File: config.mk
export PLATFORM = sky130hd
export DESIGN_NAME = malu_arbiter
export DESIGN_NICKNAME = d
export VERILOG_FILES = /design/src/rtl/malu_arbiter.sv
export SDC_FILE = /design/constraint.sdc
export NUM_CORES = 1
export LEC_CHECK = 0
export BUFFER_PORTS_ARGS = -buffer_cell sky130_fd_sc_hd__clkbuf_2
export CAP_MARGIN = 10
export CORE_MARGIN = 2
export CORE_UTILIZATION = 45
export CTS_CLUSTER_SIZE = 28
export DETAILED_ROUTE_END_ITERATION = 6
export PLACE_DENSITY = 0.8
export SLEW_MARGIN = 20
export SYNTH_ARGS = -nofsm -noshare
export SYNTH_HDL_FRONTEND = slang
export SYNTH_SLANG_ARGS = --single-unit
File: constraint.sdc
create_clock -name clk -period 2.7 [get_ports clk]
set_clock_uncertainty 0.05 [all_clocks]
set_input_delay 0.27 -clock clk [delete_from_list [all_inputs] [get_ports clk]]
set_output_delay 0.27 -clock clk [all_outputs]
set_load 0.02 [all_outputs]
File: src/rtl/malu_arbiter.sv
// Round-robin arbiter/sequencer that shares one mALUma ALU between two requesters.
// One job in flight at a time; a watchdog aborts jobs whose ALU never answers.
module malu_arbiter #(
  parameter int unsigned TIMEOUT = 255
) (
  input  logic        clk,
  input  logic        rst,
  input  logic [1:0]  req_valid,
  output logic [1:0]  req_ready,
  input  logic [63:0] req_op_a,
  input  logic [63:0] req_op_b,
  input  logic [5:0]  req_op_code,
  input  logic [1:0]  req_mode_fp,
  output logic [1:0]  rsp_valid,
  output logic [31:0] rsp_result,
  output logic [4:0]  rsp_flags,
  output logic        rsp_timeout,
  output logic        alu_rst,
  output logic        alu_start,
  output logic [31:0] alu_op_a,
  output logic [31:0] alu_op_b,
  output logic [2:0]  alu_op_code,
  output logic        alu_mode_fp,
  input  logic        alu_valid_out,
  input  logic [31:0] alu_result,
  input  logic [4:0]  alu_flags,
  output logic [1:0]  grant,
  output logic        busy
);

  if (TIMEOUT < 1 || TIMEOUT > 65535) begin : g_bad_timeout
    $error("malu_arbiter: TIMEOUT must be within 1..65535");
  end

  localparam logic [15:0] TIMEOUT_W = 16'(TIMEOUT);

  typedef enum logic [2:0] {
    S_IDLE  = 3'd0,
    S_ISSUE = 3'd1,
    S_WAIT  = 3'd2,
    S_FLUSH = 3'd3,
    S_RESP  = 3'd4
  } state_t;

  // Handshake: a job moves on the edge where req_valid[i] && req_ready[i];
  // the requester holds valid and operands stable until then.
  state_t      state;
  state_t      state_next;
  logic        prio;
  logic [15:0] wd_cnt;
  logic [1:0]  win_oh;
  logic        win_idx;
  logic        accept;

  // Requester prio wins a tie; the other one only gets in when prio is idle.
  always_comb begin
    win_oh  = 2'b00;
    win_idx = prio;
    if (req_valid[prio]) begin
      win_idx      = prio;
      win_oh[prio] = 1'b1;
    end else if (req_valid[~prio]) begin
      win_idx       = ~prio;
      win_oh[~prio] = 1'b1;
    end
  end

  assign req_ready = (state == S_IDLE && !rst) ? win_oh : 2'b00;
  assign accept    = |req_ready;

  always_ff @(posedge clk) begin
    if (rst) begin
      state <= S_IDLE;
    end else begin
      state <= state_next;
    end
  end

  always_comb begin
    state_next = state;
    case (state)
      S_IDLE:  if (accept) state_next = S_ISSUE;
      S_ISSUE: state_next = S_WAIT;
      S_WAIT: begin
        // A result arriving on the limit cycle still beats the abort.
        if (alu_valid_out) begin
          state_next = S_RESP;
        end else if (wd_cnt == TIMEOUT_W) begin
          state_next = S_FLUSH;
        end
      end
      S_FLUSH: state_next = S_RESP;
      S_RESP:  state_next = S_IDLE;
      default: state_next = S_IDLE;
    endcase
  end

  always_comb begin
    alu_start = (state == S_ISSUE);
    busy      = (state != S_IDLE);
    rsp_valid = (state == S_RESP) ? grant : 2'b00;
    alu_rst   = rst || (state == S_FLUSH);
  end

  always_ff @(posedge clk) begin
    if (rst) begin
      prio        <= 1'b0;
      wd_cnt      <= 16'd0;
      grant       <= 2'b00;
      alu_op_a    <= 32'd0;
      alu_op_b    <= 32'd0;
      alu_op_code <= 3'd0;
      alu_mode_fp <= 1'b0;
      rsp_result  <= 32'd0;
      rsp_flags   <= 5'd0;
      rsp_timeout <= 1'b0;
    end else begin
      case (state)
        S_IDLE: begin
          if (accept) begin
            alu_op_a    <= win_idx ? req_op_a[63:32]   : req_op_a[31:0];
            alu_op_b    <= win_idx ? req_op_b[63:32]   : req_op_b[31:0];
            alu_op_code <= win_idx ? req_op_code[5:3]  : req_op_code[2:0];
            alu_mode_fp <= win_idx ? req_mode_fp[1]    : req_mode_fp[0];
            grant       <= win_oh;
          end
        end
        S_ISSUE: wd_cnt <= 16'd0;
        S_WAIT: begin
          if (alu_valid_out) begin
            rsp_result  <= alu_result;
            rsp_flags   <= alu_flags;
            rsp_timeout <= 1'b0;
          end else begin
            wd_cnt <= wd_cnt + 16'd1;
          end
        end
        S_FLUSH: begin
          rsp_result  <= 32'd0;
          rsp_flags   <= 5'd0;
          rsp_timeout <= 1'b1;
        end
        S_RESP: begin
          // Hand priority to whoever was not just served.
          prio  <= grant[0];
          grant <= 2'b00;
        end
        default: ;
      endcase
    end
  end

endmodule

# Word-level counts from Yosys, hierarchy flattened
# Index checks and enable logic that the tools add are counted.
# word_totals
wordCells	74
input_bits	178
reg_bits	128
output_inout_bits	115
# op_classes
order_cmp	4
n_mux	32
add_sub_neg	1
reduce_logical	16
bitwise	1
eq_ne	9
# op_table
op	count
two-way mux 32 bit	3
case mux 32 bit (2 select lines)	1
case mux 16 bit (2 select lines)	1
adder 16 x 1 -> 16 bit (second input constant)	1
== test 16 x 8 -> 1 bit (second input constant)	1
two-way mux 16 bit	1
two-way mux 3 bit	4
case mux 3 bit (4 select lines)	1
two-way mux 1 bit	10
two-way mux 2 bit	5
case mux 5 bit (2 select lines)	1
AND reduction 2 bit	5
== test 3 x 2 -> 1 bit (second input constant)	2
inequality test 2 bit (second input constant)	3
nonzero test 2 bit	3
two-way mux 5 bit	1
< comparator 1 x 2 -> 1 bit (second input constant)	2
case mux 2 bit (2 select lines)	1
== test 3 x 1 -> 1 bit (second input constant)	1
== test 3 bit (second input constant)	1
logical AND 1 bit	3
zero test 3 bit	1
inequality test 3 bit (second input constant)	1
nonzero test 3 bit	1
7 further kinds	9

# Depth between registers and ports, before layout
# logic_depth
ltp_word	11
depth_mapped	8

# Least setup slack after synthesis
# Ideal clock, no wire load.
# synth_path
kind	register to register
startpoint	register prio
endpoint	register alu_op_a[6]
synth_period_minus_slack_ns	2.263
path_buffers	2
slack_ns	0.437
t_required_ns	2.559
arrival_time_ns	2.122
stages_incl_launch_ff	9
path_cell_list	dfxtp_1 mux2_2 ha_1 o21a_1 a21oi_1 buf_2 buf_2 nand2_1 a311oi_1
# synth_via
elab_chain_len	10
word_cells_on_any_way	23
cone_classes	order compare (4); mux (14); bitwise (1); reduce/logical (4)
# synth_lines
item	line	text
from (decl)	49	logic prio;
from (signal assigned)	145	prio <= grant[0];
NOT 1 bit	63, 64	
< comparator 1 x 2 -> 1 bit (implied by the code) / greater-or-equal comparator 1 bit (equally long branches)	64	win_oh[~prio] = 1'b1;
logical AND 1 bit (implied by the code)	64	
two-way mux 1 bit (implied by the code)	64	
demux 1 bit (select 1 bit)	64	
two-way mux 2 bit	62	end else if (req_valid[~prio]) begin
two-way mux 2 bit	59	if (req_valid[prio]) begin
two-way mux 2 bit	68	assign req_ready = (state == S_IDLE && !rst) ? win_oh : 2'b00;
OR reduction 2 bit	69	assign accept = |req_ready;
AND reduction 2 bit (no line)	--	
to (signal assigned)	121	alu_op_a <= win_idx ? req_op_a[63:32] : req_op_a[31:0];
to (decl)	20	output logic [31:0] alu_op_a,
# Parallel ways exist; a longest one is shown, timed or not. The select of a mux whose other input is x is not followed.
# A chain may end at the register's enable or synchronous reset.

# Worst setup path in the final report
# layout_path
startpoint	register prio
endpoint	register alu_op_b[14]
# layout_via
elab_chain_len	10
word_cells_on_any_way	23
cone_classes	order compare (4); mux (14); bitwise (1); reduce/logical (4)
# layout_lines
item	line	text
NOT 1 bit	63, 64	
< comparator 1 x 2 -> 1 bit (implied by the code) / greater-or-equal comparator 1 bit (equally long branches)	64	
logical AND 1 bit (implied by the code)	64	
two-way mux 1 bit (implied by the code)	64	
demux 1 bit (select 1 bit)	64	
two-way mux 2 bit	62	
two-way mux 2 bit	59	
two-way mux 2 bit	68	
OR reduction 2 bit	69	
AND reduction 2 bit (no line)	--	
to (signal assigned)	122	alu_op_b <= win_idx ? req_op_b[63:32] : req_op_b[31:0];
to (decl)	21	output logic [31:0] alu_op_b,
# Parallel ways exist; a longest one is shown, timed or not. The select of a mux whose other input is x is not followed.

==> results.rst <==
.. list-table::
   :header-rows: 1

   * - Metric
     - Value
   * - Outcome
     - completed
   * - Yosys top cell area share
     - 0.465
   * - Global-route congestion overflow total
     - 0
   * - Number of enable-type register cells in the synthesized netlist
     - 0
   * - Highest achievable clock rate
     - 0.422 GHz
   * - Setup repair after global routing missed its margin
     - no
   * - Max incr delay on CP
     - 0.42 ns
   * - Sequential standard cell area
     - 2560 um^2
   * - Worst Setup Start Kind
     - flop
   * - Data required, critical path
     - 2.95 ns
   * - Worst slew margin relative to its limit
     - 0.561
   * - Gpl congestion
     - 0.813
   * - Detailed-route vias per instance
     - 5.21
   * - Clock slew at reported path FFs
     - 0.06 ns
   * - Post-layout net count
     - 1126
   * - Fraction of layout cells with a size suffix above 1
     - 0.365
   * - Number of diodes added for antenna fixing
     - 0
   * - Async SR Flop Fraction
     - 0
   * - Detailed Routing Iterations Pass 1
     - 5
   * - Gate family responsible for the most delay along the worst path
     - compound AO/OA/AOI/OAI gates
   * - Post-synthesis register bit count
     - 128
   * - Die Y-Extent
     - 115 um
   * - Class of the worst hold path
     - input port to flop
   * - Proportion of power drawn by combinational gates
     - 0.156
   * - Setup-failing EPs final
     - 0
   * - Worst path arrival time
     - 2.62 ns
   * - Clock sinks
     - 128
   * - MaxCap Viol Count
     - 0
   * - Area of the core region
     - 12000 um^2
   * - Standard-cell rows
     - 40
   * - Post-placement cell area
     - 7060 um^2
   * - Global-route wire length before repair
     - 25100 um
   * - Clock network latency to the later pin of the worst-skew pair
     - 0.41 ns
   * - Mean post-synth cell area
     - 8.08 um^2
   * - Root Driver
     - sky130_fd_sc_hd__clkbuf_16
   * - Width of the die
     - 115 um
   * - Instance count along the most critical hold path
     - 3
   * - Area leader, netlist
     - sky130_fd_sc_hd__dfxtp_1
   * - Antenna violations before repair
     - 0
   * - Switching component of the power
     - 0.00140 W
   * - Worst IR Drop VDD
     - 0.435 mV
   * - Most common library cells after synthesis
     - sky130_fd_sc_hd__nand2_1 (179), sky130_fd_sc_hd__dfxtp_1 (128), sky130_fd_sc_hd__nor2_1 (83)
   * - Register area share after synthesis
     - 0.465
   * - Critical path buffer and inverter count
     - 1
   * - Hold WS
     - 0.0495 ns
   * - Reported leakage power
     - 3.49 nW
   * - Clock Power Share
     - 0.452
   * - Biggest area contributors in the synthesized netlist
     - sky130_fd_sc_hd__dfxtp_1 (46%), sky130_fd_sc_hd__nand2_1 (12%), sky130_fd_sc_hd__a311oi_1 (11%), sky130_fd_sc_hd__nor2_1 (5.6%), sky130_fd_sc_hd__nand3b_1 (5.0%)
   * - Distinct cell type count of the synthesized netlist
     - 45
   * - Via count of the first global-routing pass
     - 5322
   * - Number of placed I/O pins
     - 293
   * - Fraction of the cycle the final worst path needs
     - 0.878
   * - Internal Pwr Total
     - 0.00390 W
   * - Finished Cell Area
     - 7690 um^2
   * - Average detailed-routed wire length per instance
     - 14.6 um
   * - Total standard cell area after synthesis
     - 5520 um^2
   * - Port-buffer cells
     - 292
   * - Total number of cells along the worst setup path
     - 7
   * - Die footprint
     - 13200 um^2
   * - Biggest fanout along the worst timing path
     - 68
   * - Synthesized net count
     - 863
   * - Crit-path cells
     - mux2_2 -> ha_1 -> o21a_1 -> a21oi_4 -> buf_12 -> nand2_1 -> a311oi_1
   * - Slew at the pin with the worst max-slew slack
     - 0.659 ns
   * - Growth of design area from synthesis to finish
     - 39.4%
   * - Effective utilization at floorplan
     - 0.459
   * - Min cycle time layout
     - 2.37 ns
   * - Max-slew violation count
     - 0
   * - Most frequent cell after synthesis
     - sky130_fd_sc_hd__nand2_1
   * - Leading register cell type out of synthesis
     - sky130_fd_sc_hd__dfxtp_1
   * - Core occupancy in the finished layout
     - 0.640
   * - Area used by multi-input combinational logic
     - 2700 um^2
   * - Number of buffers inserted by hold repair at cts
     - 0
   * - Cell Pwr Density
     - 689 nW/um^2
   * - H-tree level count
     - 4
   * - # Post-CTS Setup Buffers
     - 0
   * - Sequential fraction of design power
     - 0.392
   * - Endpoint class of the critical path
     - flop
   * - Gate count after technology mapping
     - 683
   * - Switching power as a share of total power
     - 0.264
   * - Post-route DRC violation count
     - 0
   * - Ys Warns
     - 0
   * - HPWL reported at the end of detailed placement
     - 11400 um
   * - DRC marker count from the first detailed-route iteration
     - 327
   * - Antenna-violating nets left
     - 0
   * - CTS Buf Count
     - 17
   * - Post-CTS sizing
     - 0
   * - Maximum number of pins on one net before global-route repair
     - 83
   * - Crit Path Class
     - flop to flop
   * - Total of fill cells in the finished design
     - 1073
   * - Final-report hold violation count
     - 0
   * - GRT Overall Usage
     - 0.240
   * - Overall via count from detail_route
     - 5758
   * - TritonCTS clock tree
     - done
   * - FF-to-FF path depth
     - 7
   * - Wire length reported by the detailed router
     - 16200 um
   * - Master of the slowest instance on the critical path
     - sky130_fd_sc_hd__dfxtp_1
   * - Clock tree buffer depth
     - 2
   * - Final sum of negative setup slack
     - 0 ns
[area by class of cell]
type | instances | share of cell area
Timing Repair Buffer | 305 | 0.208
Clock buffer | 18 | 0.0571
Multi-Input combinational cell | 490 | 0.351
Tap cell | 147 | 0.0239
Clock inverter | 14 | 0.0247
Sequential cell | 128 | 0.333
Inverter | 4 | 0.00195
[cell families (layout without fill, tap and decap cells)]
logic type / count (synthesis) / count (layout) / synth area share
fa+ha+maj: 2 / 2 / 0.00454
flops: 128 / 128 / 0.465
xor+xnor: 5 / 5 / 0.00794
mux: 3 / 3 / 0.00590
simple gates: 337 / 337 / 0.279
buf+inv: 65 / 341 / 0.0494
compound gates: 143 / 143 / 0.189
[worst min-delay path: cells and delay by family]
kind / cells / cell delay (ns)
compound gates: 1 / 0.07
simple gates: 1 / 0.04
buf+inv: 1 / 0.08
[power groups by stage]
stage	Combinational, W	Sequential [W]	Clock [W]
floorplan	0.000356	0.00225	0
global placement	0.000824	0.00211	0
detailed placement	0.000829	0.00212	0
CTS	0.000833	0.00208	0.00245
global route	0.000910	0.00209	0.00253
finish	0.000827	0.00208	0.00239
[metal layers]
metal | global-route usage | share of wire
met5 | 0 | 0
met4 | 0.114 | 0.032
met3 | 0.0842 | 0.081
met2 | 0.411 | 0.50
met1 | 0.268 | 0.39
[state kept, by name (all words and copies together) (netlist names)]
signal	flops
alu_mode_fp	1
alu_op_a	32
alu_op_b	32
alu_op_code	3
grant	2
prio	1
rsp_flags	5
rsp_result	32
rsp_timeout	1
state	3
wd_cnt	16
[metrics by stage]
stage,instances,power (W),setup WS [ns]
after global routing,1106,0.00554,0.198
final,1106,0.00530,0.330
after global placement,1074,0.00294,0.452
after CTS,1106,0.00536,0.318
after detailed placement,1074,0.00295,0.334
after floorplan,683,0.00261,0.437
[cells in the final DEF, fill, tap and decap left out, types with 4 or more instances in the layout]
cell and count:
sky130_fd_sc_hd__nand3_1 4, sky130_fd_sc_hd__a311oi_1 68, sky130_fd_sc_hd__buf_4 11, sky130_fd_sc_hd__o31ai_1 7, sky130_fd_sc_hd__a21oi_1 45, sky130_fd_sc_hd__clkbuf_2 291
sky130_fd_sc_hd__nand3b_1 37, sky130_fd_sc_hd__xor2_1 5, sky130_fd_sc_hd__and2_1 4, sky130_fd_sc_hd__or4_1 8, sky130_fd_sc_hd__clkinv_2 4, sky130_fd_sc_hd__bufinv_16 4
sky130_fd_sc_hd__clkbuf_16 17, sky130_fd_sc_hd__dfxtp_1 128, sky130_fd_sc_hd__nor2_1 83, sky130_fd_sc_hd__clkinv_4 4, sky130_fd_sc_hd__nand2_1 179
[final timing paths]
kind | from | to | slack [ns]
max | prio | alu_op_b[14] | 0.33
min | req_op_b[42] | alu_op_b[10] | 0.05
max reg2reg | prio | alu_op_b[14] | 0.33
min reg2reg | rsp_result[8] | rsp_result[8] | 0.40
Note: power is estimated with default switching activity, not from simulation.
